===== src/rtl/mul_div_unit.sv =====
// Iterative multiply/divide unit: shift-add multiply and restoring divide, one bit per cycle, with HI/LO results.
// Optional MULDIV_ZERO_REG_GUARD_EN suppresses the write strobe when the destination is register 0.
module mul_div_unit #(
  parameter int WIDTH  = 32,
  parameter int ADDR_W = 5
) (
  input  logic              clk,
  input  logic              rst_n,
  input  logic              start,
  input  logic [1:0]        op,
  input  logic [WIDTH-1:0]  operand_a,
  input  logic [WIDTH-1:0]  operand_b,
  input  logic [ADDR_W-1:0] dest_addr,
  input  logic              flush,
  output logic              busy,
  output logic              done,
  output logic [WIDTH-1:0]  result_lo,
  output logic [WIDTH-1:0]  result_hi,
  output logic [ADDR_W-1:0] write_addr,
  output logic              reg_write,
  output logic [WIDTH-1:0]  wb_data
);

  localparam int CNT_W = $clog2(WIDTH + 1);
  localparam logic [CNT_W-1:0] LAST = CNT_W'(WIDTH - 1);

  typedef enum logic [1:0] {IDLE, CALC, FIX, DONE} state_t;

  state_t state, state_nxt;

  logic [2*WIDTH-1:0] work;
  logic [2*WIDTH-1:0] step_nxt;
  logic [WIDTH-1:0]   operand_q;
  logic [WIDTH-1:0]   dividend_q;
  logic [ADDR_W-1:0]  dest_q;
  logic [CNT_W-1:0]   cnt;
  logic               is_div;
  logic               div_zero;
  logic               neg_res;
  logic               neg_rem;
  logic [WIDTH-1:0]   lo_q;
  logic [WIDTH-1:0]   hi_q;

  logic               accept;
  logic               b_zero;
  logic               sign_a;
  logic               sign_b;
  logic [WIDTH-1:0]   mag_a;
  logic [WIDTH-1:0]   mag_b;

  assign accept = start && (state == IDLE || state == DONE);
  assign b_zero = (operand_b == '0);
  assign sign_a = op[0] && operand_a[WIDTH-1];
  assign sign_b = op[0] && operand_b[WIDTH-1];
  assign mag_a  = sign_a ? -operand_a : operand_a;
  assign mag_b  = sign_b ? -operand_b : operand_b;

  // NOTE: sequential state uses non-blocking assignments so every flop samples pre-edge values.
  always_ff @(posedge clk or negedge rst_n) begin
    if (!rst_n) state <= IDLE;
    else        state <= state_nxt;
  end

  // NOTE: every combinational output gets a default first, so no path can infer a latch.
  always_comb begin
    state_nxt = state;
    unique case (state)
      IDLE, DONE: begin
        if (start) state_nxt = (op[1] && b_zero) ? FIX : CALC;
        else       state_nxt = IDLE;
      end
      CALC: begin
        if (flush)             state_nxt = IDLE;
        else if (cnt == LAST)  state_nxt = FIX;
      end
      FIX:     state_nxt = flush ? IDLE : DONE;
      default: state_nxt = IDLE;
    endcase
  end

  // work holds {acc, multiplier} for multiply and {remainder, quotient} for divide.
  logic [WIDTH:0] mul_sum;
  logic [WIDTH:0] div_shift;
  logic [WIDTH:0] div_diff;

  always_comb begin
    mul_sum   = {1'b0, work[2*WIDTH-1:WIDTH]} + (work[0] ? {1'b0, operand_q} : '0);
    div_shift = work[2*WIDTH-1:WIDTH-1];
    div_diff  = div_shift - {1'b0, operand_q};
    if (is_div) begin
      if (div_diff[WIDTH]) step_nxt = {div_shift[WIDTH-1:0], work[WIDTH-2:0], 1'b0};
      else                 step_nxt = {div_diff[WIDTH-1:0],  work[WIDTH-2:0], 1'b1};
    end else begin
      step_nxt = {mul_sum, work[WIDTH-1:1]};
    end
  end

  logic [2*WIDTH-1:0] prod_fix;
  logic [WIDTH-1:0]   quo_fix;
  logic [WIDTH-1:0]   rem_fix;

  always_comb begin
    prod_fix = neg_res ? -work : work;
    quo_fix  = div_zero ? '1 : (neg_res ? -work[WIDTH-1:0] : work[WIDTH-1:0]);
    rem_fix  = div_zero ? dividend_q
                        : (neg_rem ? -work[2*WIDTH-1:WIDTH] : work[2*WIDTH-1:WIDTH]);
  end

  always_ff @(posedge clk or negedge rst_n) begin
    if (!rst_n) begin
      work       <= '0;
      operand_q  <= '0;
      dividend_q <= '0;
      dest_q     <= '0;
      cnt        <= '0;
      is_div     <= 1'b0;
      div_zero   <= 1'b0;
      neg_res    <= 1'b0;
      neg_rem    <= 1'b0;
      lo_q       <= '0;
      hi_q       <= '0;
    end else if (accept) begin
      is_div     <= op[1];
      div_zero   <= op[1] && b_zero;
      neg_res    <= sign_a ^ sign_b;
      neg_rem    <= sign_a;
      dividend_q <= operand_a;
      dest_q     <= dest_addr;
      cnt        <= '0;
      operand_q  <= op[1] ? mag_b : mag_a;
      work       <= {{WIDTH{1'b0}}, (op[1] ? mag_a : mag_b)};
    end else if (state == CALC) begin
      cnt  <= cnt + 1'b1;
      work <= step_nxt;
    end else if (state == FIX && !flush) begin
      if (is_div) begin
        lo_q <= quo_fix;
        hi_q <= rem_fix;
      end else begin
        lo_q <= prod_fix[WIDTH-1:0];
        hi_q <= prod_fix[2*WIDTH-1:WIDTH];
      end
    end
  end

  assign busy       = (state == CALC) || (state == FIX);
  assign done       = (state == DONE);
  assign result_lo  = lo_q;
  assign result_hi  = hi_q;
  assign wb_data    = lo_q;
  assign write_addr = dest_q;
`ifdef MULDIV_ZERO_REG_GUARD_EN
  assign reg_write  = done && (dest_q != '0);
`else
  assign reg_write  = done;
`endif

endmodule

===== config.mk =====
export PLATFORM = sky130hd
export DESIGN_NAME = mul_div_unit
export DESIGN_NICKNAME = d
export VERILOG_FILES = /design/src/rtl/mul_div_unit.sv
export SDC_FILE = /design/constraint.sdc
export NUM_CORES = 1
export LEC_CHECK = 0
export ABC_CLOCK_PERIOD_IN_PS = 3950
export BUFFER_PORTS_ARGS = -buffer_cell sky130_fd_sc_hd__buf_4
export CORE_ASPECT_RATIO = 1.4
export CORE_UTILIZATION = 35
export DETAILED_ROUTE_END_ITERATION = 16
export PLACE_DENSITY_LB_ADDON = 0.05
export SYNTH_ARGS = -nofsm -noshare
export SYNTH_HDL_FRONTEND = slang
export SYNTH_SLANG_ARGS = --single-unit
export TNS_END_PERCENT = 10

===== constraint.sdc =====
create_clock -name clk -period 3.95 [get_ports clk]
set_input_delay 0.1975 -clock clk [delete_from_list [all_inputs] [get_ports clk]]
set_output_delay 0.1975 -clock clk [all_outputs]
set_load 0.01 [all_outputs]

Yosys cells after proc, flatten, opt, wreduce, memory -nomap -nowiden

Index checks and enable logic that the tools add are counted.

Add/subtract/negate cells: 8
Multipliers: 0
Div/mod/pow operators: 0
Order comparisons: 0
Equal/unequal tests: 5
Shift operators: 0
Muxes and demuxes: 24
Bitwise gates (word level): 3
Reductions and logical operators: 13

Operators with widths:

| operator              | number |
|---|---|
| $mux W32              | 11 |
| $mux W64              | 5 |
| $neg A32 Y32          | 4 |
| $neg A64 Y64          | 1 |
| $add A32 B32 Y33      | 1 |
| $sub A33 B32 Y33      | 1 |
| $logic_not A32 Y1     | 1 |
| $mux W6               | 2 |
| $mux W2               | 5 |
| $add A6 B1 Y6 const B | 1 |
| $eq A6 B5 Y1 const B  | 1 |
| $pmux W2 S3           | 1 |
| $logic_and A1 B1 Y1   | 5 |
| $eq A2 B2 Y1 const B  | 2 |
| $ne A3 B3 Y1 const B  | 1 |
| $reduce_and A3 Y1     | 1 |
| $eq A2 B1 Y1 const B  | 1 |
| $logic_not A2 Y1      | 1 |
| $logic_or A1 B1 Y1    | 2 |
| $not A1 Y1            | 2 |
| $reduce_bool A2 Y1    | 1 |
| $reduce_or A2 Y1      | 1 |
| $logic_not A1 Y1      | 1 |
| $xor A1 B1 Y1         | 1 |

Flip-flop bits (word level): 209
Latch bits: 0
Bits in writable memories: 0
Bits in read-only memories: 0
Input bits: 75
Output and inout bits: 104
Word-level logic and storage cells: 65
Memories kept: 0

Logic depth before layout (Yosys ltp)

Depth in word-level cells: 5
Mapped depth: 14
Gate-level depth less buffers: 13

Worst setup path after synthesis

OpenSTA, ideal clock, no wires.

Path kind: flip-flop to flip-flop
From: reg work[0]
To: reg work[57]
Data arrival time: 3.023 ns
Data required time: 3.808 ns
Path slack: 0.784 ns
Stages on the path, launching flop included: 14
Buffers on the path: 1
Cell sequence: dfrtp_1 > inv_1 > clkbuf_1 > nor2_1 > ha_1 > o211ai_1 > a21o_1 > a2111oi_1 > o2111ai_1 > and3_1 > o21ai_0 > a21oi_1 > xor2_1 > o221ai_1

Longest elaborated chain between the ends: 5

RTL lines:

| item                     | line | text |
|---|---|---|
| start: declaration       | 31   | `logic [2*WIDTH-1:0] work;` |
| start signal: assignment | 131  | `work <= {{WIDTH{1'b0}}, (op[1] ? mag_a : mag_b)};` |
| start signal: assignment | 134  | `work <= step_nxt;` |
| $mux W32                 | 87   | `mul_sum = {1'b0, work[2*WIDTH-1:WIDTH]} + (work[0] ? {1'b0, operand_q} : '0);` |
| $add A32 B32 Y33         | 87   |  |
| $mux W64                 | 90   | `if (is_div) begin` |
| $mux W64                 | 132  | `end else if (state == CALC) begin` |
| $mux W64                 | 122  | `end else if (accept) begin` |

Every way passes these cells. The select of a mux whose other input is x is not followed.
A chain may end at the register's enable or synchronous reset.

Final worst setup path

From: reg work[32]
To: reg work[59]

Longest elaborated chain between the ends: 5
Elaborated cells between the ends (all ways): 6

RTL lines:

| item             | line | text |
|---|---|---|
| $sub A33 B32 Y33 | 89   | `div_diff = div_shift - {1'b0, operand_q};` |
| $mux W64         | 91   | `if (div_diff[WIDTH]) step_nxt = {div_shift[WIDTH-1:0], work[WIDTH-2:0], 1'b0};` |
| $mux W64 *       | 90   |  |
| $mux W64 *       | 132  |  |
| $mux W64 *       | 122  |  |

Every way passes the cells marked *; elsewhere a longest branch is shown, timed or not. The select of a mux whose other input is x is not followed.

==> run metrics <==
status completed; Die Span Y about 260 um; CORE AREA a little under 50000 um2; Slew @ Worst Pin 1.103 ns; # IOs 179; final setup violation count 0; CP max-delay cell dfrtp_1; fillers 5057; most common cell after layout, fill and taps aside nand2_1; Fin Setup TNS 0 ns; synthesized area 17200 um2; Crit path arrival time 4.12 ns; mux cell area share after synthesis approximately 4.2%; routed vias/inst 5.623; Worst EP required 4.37 ns; Slew HR 26.45%; WL per Instance approximately 24 um; Yosys warning total 0; Syn Area/Cell 7.728 um2; Setup Skew 0.03785 ns; Worst setup SP type register; setup repair after global routing missed its margin no; CP Max Fanout 30; top sig layer met4; Reg2Reg Depth 12; grt ovf 0; P&R area growth vs syn 18.48%; Met3 Routed Length 2.923 mm; nets@finish 2505; clk sinks 209; min-delay src flush; crit path from work[32]; WL met2 between 30 and 40 mm; simple-gate portion of the synthesized area 20.10%; Die W 189.4 um; initial core utilization 35.64%; Multi-input gate area 10910 um2; most frequent cells in the layout nand2_1 (353), buf_4 (246), dfrtp_1 (207), o21ai_0 (206), nor2_1 (181); synthesized net count 2375; Clock Latency Late Sink 0.58 ns; post-route insts no fill 3003; Synth Area in Compound Gates 23.15%; largest family of logic cells by synthesized area compound AO/OA/AOI/OAI gates; Post-synth EDFFs 0; number of global-route vias before repair approximately 17000; H-tree depth 1; final instance area 20380 um2; pin count of the biggest net entering global routing between 100 and 150; Synth Register Bits about 210; WHS Path Cells 4; clock-pin slew on the worst setup and hold paths 0.06 ns; Max Slew Vio Count 0; final period utilization 93.58%; critical path type reg2reg; buffers added on ports 178; first-pass GRT wire length 107.4 mm; crit path capture type register; total number of vias 16890; crit-path max cell delay 0.56 ns; router iterations before antenna repair 7; placed cells just under 3000; ratio of cells with drive above 1 in the final layout 13.78%; hold_ws 0.03958 ns; drt total wl approximately 70 mm; starting DRC count in detailed routing 1225; fin crit period 3.696 ns; Clock Root Buffer clkbuf_16; Max Clk Rate 270.5 MHz; P_leak approximately 9.1 nW; xor and xnor area share after synthesis 10.29%; Max-Cap Viols 0; total power 18.55 mW; Worst Hold Class in2reg; crit-path cells inv_1 -> fa_1 -> nand2b_1 -> a21oi_1 -> a21oi_1 -> o21ai_1 -> a31oi_2 -> xnor2_2 -> buf_12 -> mux2i_1 -> mux2i_1 -> a221o_1; DRC Markers 0; DP Wirelength about 55 mm; CTS Buf Count 25; worst flop-to-flop path startpoint work[32]; final hold violation count 0; initial antenna violation count 0; FP Rows 95; pwr/cell area just over 900 nW/um2; synthesized instance count 2226; FF+latch area 5235 um2; placed cell areas 19090 um2; Placer Congestion between 0.9 and 1; final antenna-violating net count 0; post-synth cell types 76; total track usage 28.49%; register area share after synthesis 30.40%; # diodes 0; CTS max path bufs 3; Top FF cell, synth dfrtp_1; Synth async-reset ratio 100.0%; TritonCTS clock tree done; wl on met1 28.77 mm; Peak VDD IR 423.3 uV; post-synthesis adder-cell area fraction 5.470%; Die ar. ~50000 um2
repair_timing:
| action | 4_1_cts | 5_1_grt |
|---|---|---|
| hold buffers | 41 | 0 |
| endpoints found under the setup margin | 0 | 1 |
| hold endpoints to repair | 115 | 0 |
| buffers inserted | 0 | 3 |
| resized for setup | 0 | 1 |
worst paths after layout:
| check | to | slack [ns] |
|---|---|---|
| setup / recovery | work[59] | 0.25 |
| hold / removal | state[1] | 0.04 |
| setup reg to reg | work[59] | 0.25 |
| hold reg to reg | result_hi[31] | 0.47 |
| max in group asynchronous | is_div | 2.60 |
| min in group asynchronous | write_addr[0] | 0.18 |
layer usage:
| layer | vias up | global-route usage [%] |
|---|---|---|
| met4 | 0 | 14.06 |
| met5 | - | 0 |
| met2 | 542 | 51.05 |
| met1 | 8144 | 33.68 |
| met3 | 135 | 2.564 |
| li1 | 8066 | - |
synth_stat cells (4+ instances only):
cell       count  area share (%)
a21o_1        39             1.7
nor3b_1        4            0.17
a22oi_1        4            0.17
mux2_2         6            0.39
a211oi_1      11            0.48
a211o_1        4            0.20
a311oi_1       4            0.20
xor2_1       110             5.6
nand3b_1       6            0.26
o2111ai_1      4            0.20
dfrtp_1      209              30
xnor2_1       92             4.7
o211ai_1      56             2.4
nor3_1        32            0.93
and2_1        10            0.36
inv_1         65             1.4
a31oi_1       18            0.65
or2_2          8            0.29
nand3_1       45             1.3
nand2_1      354             7.7
or4_1         11            0.48
nor2b_1       14            0.51
a21oi_1      178             5.2
buf_4         35             1.5
nor2_1       181             3.9
nand2b_1      14            0.51
ha_1          72             5.2
a221oi_1       4            0.20
nand4_1       19            0.69
o31ai_1       24             1.0
buf_2          4            0.12
o21ai_0      206             6.0
o41ai_1       12            0.61
mux2i_1       66             3.8
o22ai_1        5            0.18
o21bai_1       6            0.26
and3_1        17            0.62
o221ai_1      27             1.4
nor4_1        18            0.65
clkbuf_1     136             3.0
o21a_1        11            0.48
o21ai_1       11            0.32
or3_1         13            0.47
buf_1         13            0.28
area by class of cell:
type / instances / share of cell area, %
clock buffer: 36 / 3.469
clock inverter: 8 / 0.7367
inverter: 67 / 1.252
multi-input combinational: 1762 / 53.54
sequential: 209 / 25.69
tap: 630 / 3.868
timing repair buffer: 291 / 11.44
cells by family (layout without fill, tap and decap cells):
| logic type | count (synthesis) | after routing |
|---|---|---|
| and+or+nand+nor | 765 | 765 |
| AOI/OAI and AO/OA | 649 | 649 |
| buffers and inverters | 255 | 402 |
| DFF | 209 | 209 |
| xor gates and xnor gates | 202 | 202 |
| adders and majority gates | 74 | 74 |
| muxes | 72 | 72 |
per-stage QoR:
| step | util [%] | setup WS (ns) |
|---|---|---|
| after CTS | 42.18 | 0.3098 |
| after detailed placement | 39.55 | 0.3241 |
| after global placement | 39.55 | 0.3496 |
| after global routing | 42.23 | 0.05363 |
| after floorplan | - | 0.7844 |
| final | 42.23 | 0.2537 |
where the power goes:
group | switching, mW | total, mW | internal, mW
registers | 1.26 | 4.39 | 3.13
logic | 7.11 | 11.6 | 4.52
clock network | 1.02 | 2.52 | 1.50
total | 9.40 | 18.5 | 9.15
state kept, by name, summed over array words and instances, names as in the netlist, 2 cells and up:
signal      count
cnt             6
write_addr      5
result_hi      32
state           2
operand_q      32
work           64
dividend_q     32
result_lo      32
critical path, delay by kind of cell (launching register included):
| family | cells | cell delay (ns) |
|---|---|---|
| muxes | 2 | 0.29 |
| xor gates and xnor gates | 1 | 0.23 |
| and+or+nand+nor | 1 | 0.19 |
| adders and majority gates | 1 | 0.45 |
| buffers and inverters | 2 | 0.42 |
| AOI/OAI and AO/OA | 5 | 1.39 |
| DFF | 1 | 0.56 |
Power figures use the tool's default switching activity.
